<file path="config.mk">
export PLATFORM = sky130hd
export DESIGN_NAME = regfile_writeback_ctrl
export DESIGN_NICKNAME = d
export VERILOG_FILES = /design/src/rtl/regfile_writeback_ctrl.sv
export SDC_FILE = /design/constraint.sdc
export NUM_CORES = 1
export LEC_CHECK = 0
export BUFFER_PORTS_ARGS = -buffer_cell sky130_fd_sc_hd__buf_2
export CAP_MARGIN = 20
export CORE_MARGIN = 8
export CORE_UTILIZATION = 55
export DETAILED_ROUTE_END_ITERATION = 6
export GPL_TIMING_DRIVEN = 0
export HOLD_SLACK_MARGIN = 0.05
export PLACE_DENSITY = 0.89
export SLEW_MARGIN = 0
export SYNTH_ARGS = -nofsm -noshare
export SYNTH_HDL_FRONTEND = slang
export SYNTH_SLANG_ARGS = --single-unit
</file>
<file path="constraint.sdc">
create_clock -name clock -period 10.55 [get_ports clock]
set_clock_uncertainty 0.05 [all_clocks]
set_input_delay 2.11 -clock clock [delete_from_list [all_inputs] [get_ports clock]]
set_output_delay 2.11 -clock clock [all_outputs]
set_load 0.01 [all_outputs]
</file>
<file path="src/rtl/regfile_writeback_ctrl.sv">
// Register-file writeback controller: queues ALU and memory results and drives one write per cycle.
// Build option WB_FORWARD_EN enables forwarding lookups; without it, hit/fwd outputs are tied to 0.
module regfile_writeback_ctrl #(
  parameter int DATA_W = 32,
  parameter int ADDR_W = 5,
  parameter int DEPTH  = 4
) (
  input  logic                     clock,
  input  logic                     reset,
  input  logic                     mem_valid,
  input  logic [ADDR_W-1:0]        mem_rd,
  input  logic [DATA_W-1:0]        mem_data,
  output logic                     mem_ready,
  input  logic                     alu_valid,
  input  logic [ADDR_W-1:0]        alu_rd,
  input  logic [DATA_W-1:0]        alu_data,
  output logic                     alu_ready,
  input  logic                     hold,
  output logic                     rf_regwrite,
  output logic [ADDR_W-1:0]        rf_register_w,
  output logic [DATA_W-1:0]        rf_write_data,
  input  logic [ADDR_W-1:0]        query_rd_1,
  input  logic [ADDR_W-1:0]        query_rd_2,
  output logic                     hit_1,
  output logic                     hit_2,
  output logic [DATA_W-1:0]        fwd_data_1,
  output logic [DATA_W-1:0]        fwd_data_2,
  output logic [$clog2(DEPTH):0]   count
);

  localparam int PTR_W = $clog2(DEPTH);
  localparam int CNT_W = PTR_W + 1;

  logic [ADDR_W-1:0] rd_mem   [DEPTH];
  logic [DATA_W-1:0] data_mem [DEPTH];
  logic [PTR_W-1:0]  wr_ptr;
  logic [PTR_W-1:0]  rd_ptr;
  logic [PTR_W-1:0]  alu_slot;
  logic              mem_enq;
  logic              alu_enq;
  logic              pop;

  // Ready depends only on registered occupancy, so both producers can be accepted together safely.
  assign mem_ready = (count <= CNT_W'(DEPTH - 1));
  assign alu_ready = (count <= CNT_W'(DEPTH - 2));

  // Writes to x0 complete the handshake but are never queued.
  assign mem_enq  = mem_valid & mem_ready & (mem_rd != '0);
  assign alu_enq  = alu_valid & alu_ready & (alu_rd != '0);
  assign pop      = (count != '0) & ~hold;
  assign alu_slot = mem_enq ? (wr_ptr + PTR_W'(1)) : wr_ptr;

  always_ff @(posedge clock) begin
    if (reset) begin
      wr_ptr        <= '0;
      rd_ptr        <= '0;
      count         <= '0;
      rf_regwrite   <= 1'b0;
      rf_register_w <= '0;
      rf_write_data <= '0;
    end else begin
      wr_ptr <= wr_ptr + PTR_W'(mem_enq) + PTR_W'(alu_enq);
      rd_ptr <= rd_ptr + PTR_W'(pop);
      count  <= count + CNT_W'(mem_enq) + CNT_W'(alu_enq) - CNT_W'(pop);
      if (pop) begin
        rf_regwrite   <= 1'b1;
        rf_register_w <= rd_mem[rd_ptr];
        rf_write_data <= data_mem[rd_ptr];
      end else begin
        rf_regwrite   <= 1'b0;
      end
    end
  end

  // Entry storage needs no reset; occupancy and pointers define validity.
  always_ff @(posedge clock) begin
    if (mem_enq) begin
      rd_mem[wr_ptr]   <= mem_rd;
      data_mem[wr_ptr] <= mem_data;
    end
    if (alu_enq) begin
      rd_mem[alu_slot]   <= alu_rd;
      data_mem[alu_slot] <= alu_data;
    end
  end

`ifdef WB_FORWARD_EN
  for (genvar g = 0; g < 2; g++) begin : g_fwd
    logic [ADDR_W-1:0] q;
    logic              hit_l;
    logic [DATA_W-1:0] fwd_l;

    assign q = (g == 0) ? query_rd_1 : query_rd_2;

    // Scan oldest to youngest so the last match seen is the youngest pending write.
    always_comb begin
      logic [PTR_W-1:0] idx;
      idx   = rd_ptr;
      hit_l = 1'b0;
      fwd_l = '0;
      if (q != '0) begin
        if (rf_regwrite && (rf_register_w == q)) begin
          hit_l = 1'b1;
          fwd_l = rf_write_data;
        end
        for (int i = 0; i < DEPTH; i++) begin
          idx = rd_ptr + PTR_W'(i);
          if ((CNT_W'(i) < count) && (rd_mem[idx] == q)) begin
            hit_l = 1'b1;
            fwd_l = data_mem[idx];
          end
        end
      end
    end
  end

  assign hit_1      = g_fwd[0].hit_l;
  assign fwd_data_1 = g_fwd[0].fwd_l;
  assign hit_2      = g_fwd[1].hit_l;
  assign fwd_data_2 = g_fwd[1].fwd_l;
`else
  logic unused_query;
  assign unused_query = ^{query_rd_1, query_rd_2};
  assign hit_1        = 1'b0;
  assign hit_2        = 1'b0;
  assign fwd_data_1   = '0;
  assign fwd_data_2   = '0;
`endif

endmodule
</file>
==> flow_summary.toml, run 1 <==
[synth]
synth-compound-area-share = 0.0357
syn_inst = 664
synth_mux_area_frac = 0.276
synth-simple-area-share = 0.0454
avgSynthCellArea_um2 = 14.9
synth_area_mm2 = 0.00988
yosysSeqAreaShare = 0.541
synth_xor_area_frac = 0.00266
synth_fa_ha_area_frac = 0.0162
synth_top_family_by_area = "multiplexers"
ys_ff_latch = 193
yosysUniqueCellTypes = 36
ys_warn_count = 0

[routing]
viasPerCell = 5.34
wirelength_um = 22700
antenna_left = 0
drc = 0
vias = 5974
drt-pass1-iter-count = 5
wire_per_inst_um = 20.3
drt_iter0_markers = 482

[die]
die_x_um = 150
start_util = 0.556
die_h_um = 150
num_io_pins = 198
num_rows = 49
die-area_mm2 = 0.0225
core_area_mm2 = 0.0178

[final_layout]
postLayoutCellArea_mm2 = 0.0118
final_nets = 976
drive_gt1_frac = 0.445
fin_cells = 1119
final_util = 0.665
n_fill_cell = 1247
syn2layout_area_growth_pct = 19.6

[cts]
clkLatencyLatePin_ns = 0.44
cts_buffer_depth = 2
htreeDepth = 4
clk_pin_slew_ns = 0.07
post_cts.repair.setup_buffers = 0
cts_root_buf = "clkbuf_16"
cts_inserted_buffers = 17
cts_tree = "yes"
cts_hold_buf = 0
post_cts_resize_count = 0
cts_sinks = 193

[global_routing]
antenna_found_initial = 3
grt_pass1_wl_um = 34200
track_usage = 0.203
grt_start_max_net_pins = 17
grt_pass1_vias = 6164
grt-ovfl-total = 0

[timing]
fin_ws_ns = 5.93
final-setup-viol-count = 0
drv_slew = 0
hold_viol_final = 0
rsz0062_at_grt = "no"
max_clock_freq_ghz = 0.216
worst_hold_slack_ns = 0.401
max_slew_margin = 0.371
timing.setup.tns_ns = 0
tightest_slew_ns = 0.944
min_period_ns = 4.62
min_period_over_period = 0.438

[power]
vdd_ir_drop_max_mv = 0.145
power_mw = 2.93
p_leak_nw = 4.63
power-per-cell-area_mw_per_mm2 = 248

[critical_path]
r2r_end = "data_mem[3][23]"
critPathCaptureType = "flop"
cp-start-kind = "input pin"
worstPathMaxFanout = 16
ff2ff_path_depth = 7
cp-startpoint = "mem_rd[0]"
arrival_ns = 4.71
crit_required_ns = 10.64
worst_r2r_startpoint = "wr_ptr[0]"
r2r_slack_ns = 7.29
critPathKind = "input pin to flop"
cp-endpoint = "data_mem[2][6]"

[placed_design]
port_buffers = 120
post-dp-hpwl_um = 16400
gp_congestion = 0.808
dp.cells = 1086
placed_cell_area_mm2 = 0.0113
dp_slack_ns = 5.54

[outcome]
status = "completed"

[job]
cap_violations = 0

[hold_path]
min-delay-path-class = "flop to flop"
-- metal layers --
metal / up-vias / wire (um) / global-route usage
met2: 244 / 11600 / 0.348
li1: 2759 / - / -
met3: 38 / 2020 / 0.0605
met5: - / 16 / 0
met4: 4 / 404 / 0.0730
met1: 2929 / 8670 / 0.239
-- synthesized netlist by cell type --
master | instances | area share
edfxtp_1 | 148 | 0.45
nand2_1 | 79 | 0.030
buf_4 | 66 | 0.050
mux2_4 | 60 | 0.091
dfxtp_1 | 45 | 0.091
mux2_1 | 44 | 0.050
mux2_2 | 44 | 0.050
a21oi_1 | 41 | 0.021
mux4_2 | 37 | 0.084
clkbuf_1 | 14 | 0.0053
nor2_1 | 9 | 0.0034
ha_1 | 8 | 0.010
buf_6 | 7 | 0.0080
inv_1 | 7 | 0.0027
buf_12 | 6 | 0.012
buf_2 | 5 | 0.0025
nor2b_1 | 5 | 0.0032
a21oi_4 | 4 | 0.0066
nand3_1 | 4 | 0.0020
o211ai_1 | 4 | 0.0030
o32ai_1 | 4 | 0.0035
and2_1 | 3 | 0.0019
fa_1 | 3 | 0.0061
buf_1 | 2 | 0.00076
inv_2 | 2 | 0.00076
nor3_1 | 2 | 0.0010
xnor2_1 | 2 | 0.0018
a31o_4 | 1 | 0.0018
and2_4 | 1 | 0.00089
and3_1 | 1 | 0.00063
conb_1 | 1 | 0.00038
inv_6 | 1 | 0.00089
nand3b_1 | 1 | 0.00076
nor3_2 | 1 | 0.0010
or2_2 | 1 | 0.00063
xor2_1 | 1 | 0.00089
-- cell usage in the layout (no fill, tap or decap), types with 3 or more instances in the layout --
| cell type | count |
|---|---|
| o32ai_4 | 4 |
| mux2_4 | 60 |
| a21oi_4 | 4 |
| clkinv_2 | 5 |
| dfxtp_1 | 45 |
| buf_2 | 125 |
| fa_1 | 3 |
| ha_1 | 8 |
| nor2b_1 | 5 |
| edfxtp_1 | 148 |
| and2_1 | 3 |
| a21oi_1 | 41 |
| mux2_1 | 44 |
| o211ai_1 | 4 |
| buf_4 | 66 |
| buf_6 | 7 |
| nand2_1 | 79 |
| buf_16 | 4 |
| inv_1 | 7 |
| mux4_2 | 37 |
| nor2_1 | 9 |
| nand3_1 | 4 |
| mux2_2 | 44 |
| buf_8 | 4 |
| conb_1 | 66 |
| clkbuf_16 | 17 |
| buf_12 | 6 |
| clkbuf_1 | 16 |
-- registers in the layout (all words and copies together), names as in the netlist --
| name | flops |
|---|---|
| data_mem | 128 |
| rf_register_w | 5 |
| rf_regwrite | 1 |
| rf_write_data | 32 |
| rd_mem | 20 |
| rd_ptr | 2 |
| wr_ptr | 2 |
| count | 3 |
-- area by class of cell --
class	instances	area, um2	share of cell area
Tap cell	229	287	0.0242
Buffer	100	779	0.0659
Clock buffer	20	447	0.0378
Inverter	10	42.5	0.00360
Clock inverter	12	116	0.00984
Timing Repair Buffer	128	771	0.0652
Sequential cell	193	5350	0.452
Multi-Input combinational cell	426	4040	0.341
Antenna cell	1	2.50	0.000212
-- how the worst min path moves through the flow --
stage / from / endpoint / slack [ns] / cells after the start
2_1_floorplan: rf_register_w[0] / rf_register_w[0] / 0.43 / 2
3_3_place_gp: rf_write_data[4] / rf_write_data[4] / 0.39 / 2
3_5_place_dp: rf_register_w[4] / rf_register_w[4] / 0.39 / 2
4_1_cts: rf_register_w[4] / rf_register_w[4] / 0.40 / 2
5_1_grt: rf_write_data[22] / rf_write_data[22] / 0.42 / 2
6_report: rf_register_w[4] / rf_register_w[4] / 0.40 / 2
-- logic make-up (layout without fill, tap and decap cells) --
family / count (synthesis) / after routing
compound gates: 54 / 54
xor+xnor: 3 / 3
fa+ha+maj: 11 / 11
buf+inv: 110 / 270
flops: 193 / 193
mux: 185 / 185
other cells: 1 / 67
simple gates: 107 / 107
-- worst max-delay path: stages --
cell     delay [ns]
buf_2          0.14
nor3_2         0.30
nand2_1        0.21
nand2_1        0.42
nand2_1        0.36
o32ai_4        0.73
buf_8          0.25
buf_16         0.17
-- where the power goes --
part / internal (mW) / switching [mW] / leakage [nW]
clock network: 0.352 / 0.274 / 0.274
registers: 1.10 / 0.0841 / 1.74
logic: 0.543 / 0.577 / 2.62
total: 2.00 / 0.936 / 4.63
No activity file was read; power rests on OpenSTA's default activity.
==> run 2, diff against run 1 <==
--- a/config.mk
+++ b/config.mk
@@ -8,11 +8,11 @@
 export BUFFER_PORTS_ARGS = -buffer_cell sky130_fd_sc_hd__buf_2
 export CAP_MARGIN = 20
 export CORE_MARGIN = 8
-export CORE_UTILIZATION = 55
+export CORE_UTILIZATION = 50
 export DETAILED_ROUTE_END_ITERATION = 6
 export GPL_TIMING_DRIVEN = 0
 export HOLD_SLACK_MARGIN = 0.05
-export PLACE_DENSITY = 0.89
+export PLACE_DENSITY = 0.85
 export SLEW_MARGIN = 0
 export SYNTH_ARGS = -nofsm -noshare
 export SYNTH_HDL_FRONTEND = slang
==> constraint.sdc (replaced) <==
create_clock -name clock -period 3.8 [get_ports clock]
set_clock_uncertainty 0.05 [all_clocks]
set_input_delay 0.76 -clock clock [delete_from_list [all_inputs] [get_ports clock]]
set_output_delay 0.76 -clock clock [all_outputs]
set_load 0.01 [all_outputs]
==> flow_summary.toml, run 2 (synthesis results as in run 1) <==
[final_layout]
fin_cells = 1157
seq_area_mm2 = 0.00535
multi_input_area_mm2 = 0.00404
mostFrequentLayoutCell = "edfxtp_1"
drive_gt1_frac = 0.445
largest_register_ffs = 128
final_nets = 976
reg_top3 = "data_mem: 128 flops, rf_write_data: 32 flops, rd_mem: 20 flops"
n_fill_cell = 1451
final_cell_mix = "edfxtp_1, buf_2, nand2_1"
largest_register = "data_mem"
syn2layout_area_growth_pct = 20.5

[global_routing]
grt_start_max_net_pins = 17
grt-ovfl-total = 0
grt_pass1_vias = 6190
antenna_found_initial = 5
grt_pass1_wl_um = 34600
track_usage = 0.189

[placed_design]
gp_congestion = 0.793
dp.cells = 1122
post-dp-hpwl_um = 16500
dp_slack_ns = 0.0278
port_buffers = 120

[die]
die_h_um = 157
num_rows = 51
core_area_mm2 = 0.0195
die_x_um = 157
die-area_mm2 = 0.0245
start_util = 0.508
num_io_pins = 198

[hold_path]
hold_start = "rf_write_data[15]"
min-delay-path-class = "flop to flop"
hold_path_depth = 2
whs_endpoint = "rf_write_data[15]"

[cts]
cts_hold_buf = 0
cts_sinks = 193
htreeDepth = 4
post_cts_resize_count = 0
clkLatencyLatePin_ns = 0.44
cts_tree = "yes"
cts_inserted_buffers = 17
cts_root_buf = "clkbuf_16"
cts_buffer_depth = 2
post_cts.repair.setup_buffers = 0
clk_pin_slew_ns = 0.07

[routing]
drt-pass1-iter-count = 4
wirelength_um = 23100
antenna_left = 0
wire_per_inst_um = 19.9
drt_iter0_markers = 407
drc = 0
vias = 5933
viasPerCell = 5.13

[critical_path]
crit_slowest_cell = "o32ai_4"
ff2ff_path_depth = 8
cp_slowest_stage_delay_ns = 0.82
r2r_slack_ns = 0.54
path_common_cell = "nand2_1"
worstPathMaxFanout = 14
arrival_ns = 3.38
path_delay_family = "simple AND/OR/NAND/NOR gates"
r2r_end = "data_mem[0][9]"
crit_required_ns = 3.90
critPathCaptureType = "flop"
path_buf_inv = 3
cp-start-kind = "input pin"
critPathKind = "input pin to flop"
worst_r2r_startpoint = "count[1]"
worstPathCellList = "buf_2, nor3_2, nand2_1, nand2_1, nand2_1, o32ai_4, buf_16, buf_16"

[timing]
fin_ws_ns = 0.516
hold_viol_final = 0
drv_slew = 0
max_slew_margin = 0.376
final-setup-viol-count = 0
max_clock_freq_ghz = 0.305
min_period_ns = 3.28
min_period_over_period = 0.864
rsz0062_at_grt = "no"
tightest_slew_ns = 0.936

[power]
p_leak_nw = 4.65
power-per-cell-area_mw_per_mm2 = 688
vdd_ir_drop_max_mv = 0.375

[outcome]
status = "completed"

[job]
cap_violations = 0
## run 2: cell types whose count changed in the layout (fill, tap and decap cells not counted)
cell        previous run  this run
clkbuf_16             17        18
buf_8                  4         2
clkinv_1               2         1
diode_2                1         3
buf_16                 4         6
clkinvlp_4             2         0
clkinv_2               5         2
inv_4                  0         2
clkbuf_8               1         3
clkbuf_1              16        17
clkinv_4               1         2
bufinv_16              2         1
## run 2: layer usage
layer | global-route usage | share of wire
met2 | 0.322 | 0.49
met4 | 0.0819 | 0.021
met1 | 0.218 | 0.40
met5 | 0 | 0.0012
met3 | 0.0532 | 0.083
## run 2: area by class of cell
cell class	instances	share of cell area
Clock inverter	8	0.00620
Buffer	100	0.0654
Antenna cell	3	0.000630
Sequential cell	193	0.449
Clock buffer	24	0.0422
Tap cell	265	0.0278
Inverter	10	0.00357
Multi-Input combinational cell	426	0.339
Timing Repair Buffer	128	0.0668
## run 2: report_power, final
part	internal (mW)	switching [mW]
Sequential	3.06	0.221
Clock	0.994	0.775
Combinational	1.53	1.62
Total	5.58	2.62
## run 2: worst register-to-register path: cells and delay by family (launching register included)
kind / cells / cell delay, ns
AOI/OAI and AO/OA: 1 / 0.82
buffers and inverters: 2 / 0.41
adders and majority gates: 1 / 0.17
DFF: 1 / 0.42
and+or+nand+nor: 4 / 1.09
## run 2: how the worst max path moves through the flow
stage	depth (start not counted)	end	from	slack (ns)
final	8	data_mem[0][9]	mem_rd[0]	0.52
after floorplan	5	data_mem[0][0]	mem_rd[0]	-0.96
after CTS	8	data_mem[0][9]	mem_rd[0]	0.50
after global placement	6	data_mem[3][6]	mem_rd[0]	-3.87
after global routing	8	data_mem[0][11]	mem_rd[0]	0.27
after detailed placement	8	data_mem[0][9]	mem_rd[0]	0.03
## run 2: through the flow
stage               total power [mW]  setup TNS, ns  area [um2]  utilization  hold slack [ns]
CTS                             8.24              0       11900        0.612            0.403
floorplan                       5.40        -141.79       10100            -            0.431
finish                          8.20              0       11900        0.612            0.402
global placement                6.18        -553.44       11100        0.568            0.391
global route                    8.58              0       11900        0.612            0.419
detailed placement              6.49              0       11300        0.582            0.393
==> run 3, diff against run 2 <==
--- a/config.mk
+++ b/config.mk
@@ -9,10 +9,12 @@
 export CAP_MARGIN = 20
 export CORE_MARGIN = 8
 export CORE_UTILIZATION = 50
+export CTS_CLUSTER_SIZE = 40
 export DETAILED_ROUTE_END_ITERATION = 6
 export GPL_TIMING_DRIVEN = 0
 export HOLD_SLACK_MARGIN = 0.05
-export PLACE_DENSITY = 0.85
+export PLACE_DENSITY = 0.76
+export SETUP_SLACK_MARGIN = 0.05
 export SLEW_MARGIN = 0
 export SYNTH_ARGS = -nofsm -noshare
 export SYNTH_HDL_FRONTEND = slang
==> flow_summary.toml, run 3 (synthesis results as in run 1) <==
[outcome]
status = "completed"

[final_layout]
reg_top3 = "data_mem: 128 flops, rf_write_data: 32 flops, rd_mem: 20 flops"
multi_input_area_mm2 = 0.00404
largest_register = "data_mem"
final_cell_mix = "edfxtp_1, buf_2, nand2_1"
final_util = 0.610
n_fill_cell = 1497
final_nets = 976
fin_cells = 1159
mostFrequentLayoutCell = "edfxtp_1"
drive_gt1_frac = 0.447
seq_area_mm2 = 0.00535
syn2layout_area_growth_pct = 20.1
largest_register_ffs = 128

[routing]
wire_per_inst_um = 19.7
drc = 0
wirelength_um = 22800
drt_iter0_markers = 386
drt-pass1-iter-count = 5
viasPerCell = 5.12
antenna_left = 0
vias = 5933

[critical_path]
arrival_ns = 3.25
cp-start-kind = "flop"
critPathCaptureType = "flop"
ff2ff_path_depth = 7
critPathKind = "flop to flop"
r2r_slack_ns = 0.69
worstPathMaxFanout = 11
crit_required_ns = 3.93

[cts]
cts_sinks = 193
clk_pin_slew_ns = 0.07
cts_hold_buf = 0
cts_tree = "yes"
htreeDepth = 4
clkLatencyLatePin_ns = 0.44
cts_buffer_depth = 2
post_cts.repair.setup_buffers = 0
cts_root_buf = "clkbuf_16"
post_cts_resize_count = 0
cts_inserted_buffers = 17

[timing]
hold_viol_final = 0
max_slew_margin = 0.441
min_period_ns = 3.11
drv_slew = 0
min_period_over_period = 0.820
tightest_slew_ns = 0.838
rsz0062_at_grt = "no"
max_clock_freq_ghz = 0.321
final-setup-viol-count = 0
worst_hold_slack_ns = 0.399
fin_ws_ns = 0.685

[hold_path]
hold_path_depth = 2
min-delay-path-class = "flop to flop"

[placed_design]
port_buffers = 120
dp.cells = 1122
gp_congestion = 0.801
post-dp-hpwl_um = 16000
dp_slack_ns = 0.320

[global_routing]
grt_start_max_net_pins = 18
grt-ovfl-total = 0
antenna_found_initial = 8
track_usage = 0.189
use_met1 = 0.217
grt_pass1_vias = 6284
grt_pass1_wl_um = 34600
met3_usage = 0.0535
use_met2 = 0.327
grt_busiest_layer = "met2"

[power]
p_leak_nw = 4.63
power_mw = 8.10
power-per-cell-area_mw_per_mm2 = 683
vdd_ir_drop_max_mv = 0.474

[die]
num_rows = 51
die-area_mm2 = 0.0245
core_area_mm2 = 0.0195
die_x_um = 157
num_io_pins = 198
die_h_um = 157
start_util = 0.508

[job]
cap_violations = 0
## run 3: cell count changes in the layout (fill, tap and decap cells not counted), moves of 2 or more
cell,previous run,this run
clkbuf_8,3,1
diode_2,3,5
buf_8,2,5
buf_16,6,3
inv_6,1,4
## run 3: per-stage QoR
stage	instance area [um2]	setup TNS, ns
floorplan	10100	-141.79
global placement	11100	-535.06
detailed placement	11300	0
CTS	11900	0
global route	11900	0
finish	11900	0
## run 3: worst paths after layout
kind,from,to
max,wr_ptr[0],data_mem[0][21]
min,rf_write_data[27],rf_write_data[27]
max reg2reg,wr_ptr[0],data_mem[0][21]
min reg2reg,rf_write_data[27],rf_write_data[27]
## run 3: cell type report
cell class                      instances  area share
Clock inverter                          9     0.00559
Buffer                                100      0.0657
Sequential cell                       193       0.450
Timing Repair Buffer                  128      0.0639
Multi-Input combinational cell        426       0.340
Tap cell                              265      0.0279
Antenna cell                            5     0.00105
Inverter                               10     0.00358
Clock buffer                           23      0.0422
## run 3: per-layer routing
layer / part of all wire / up-vias
met5: 0.0022 / -
met4: 0.012 / 10
met3: 0.091 / 34
met2: 0.51 / 223
met1: 0.39 / 2880
li1: - / 2786
## run 3: critical path: stages (launching register included)
cell and delay (ns):
dfxtp_1 0.67, inv_1 0.32, ha_1 0.42, nor2_1 0.16, nand3_1 0.16, a21oi_4 0.53, buf_12 0.24, mux2_4 0.31
## run 3: power breakdown
part | switching (mW) | internal (mW) | leakage [nW] | total (mW)
registers | 0.219 | 3.06 | 1.74 | 3.28
logic | 1.59 | 1.49 | 2.62 | 3.09
clock network | 0.798 | 0.942 | 0.280 | 1.74
total | 2.61 | 5.49 | 4.63 | 8.10
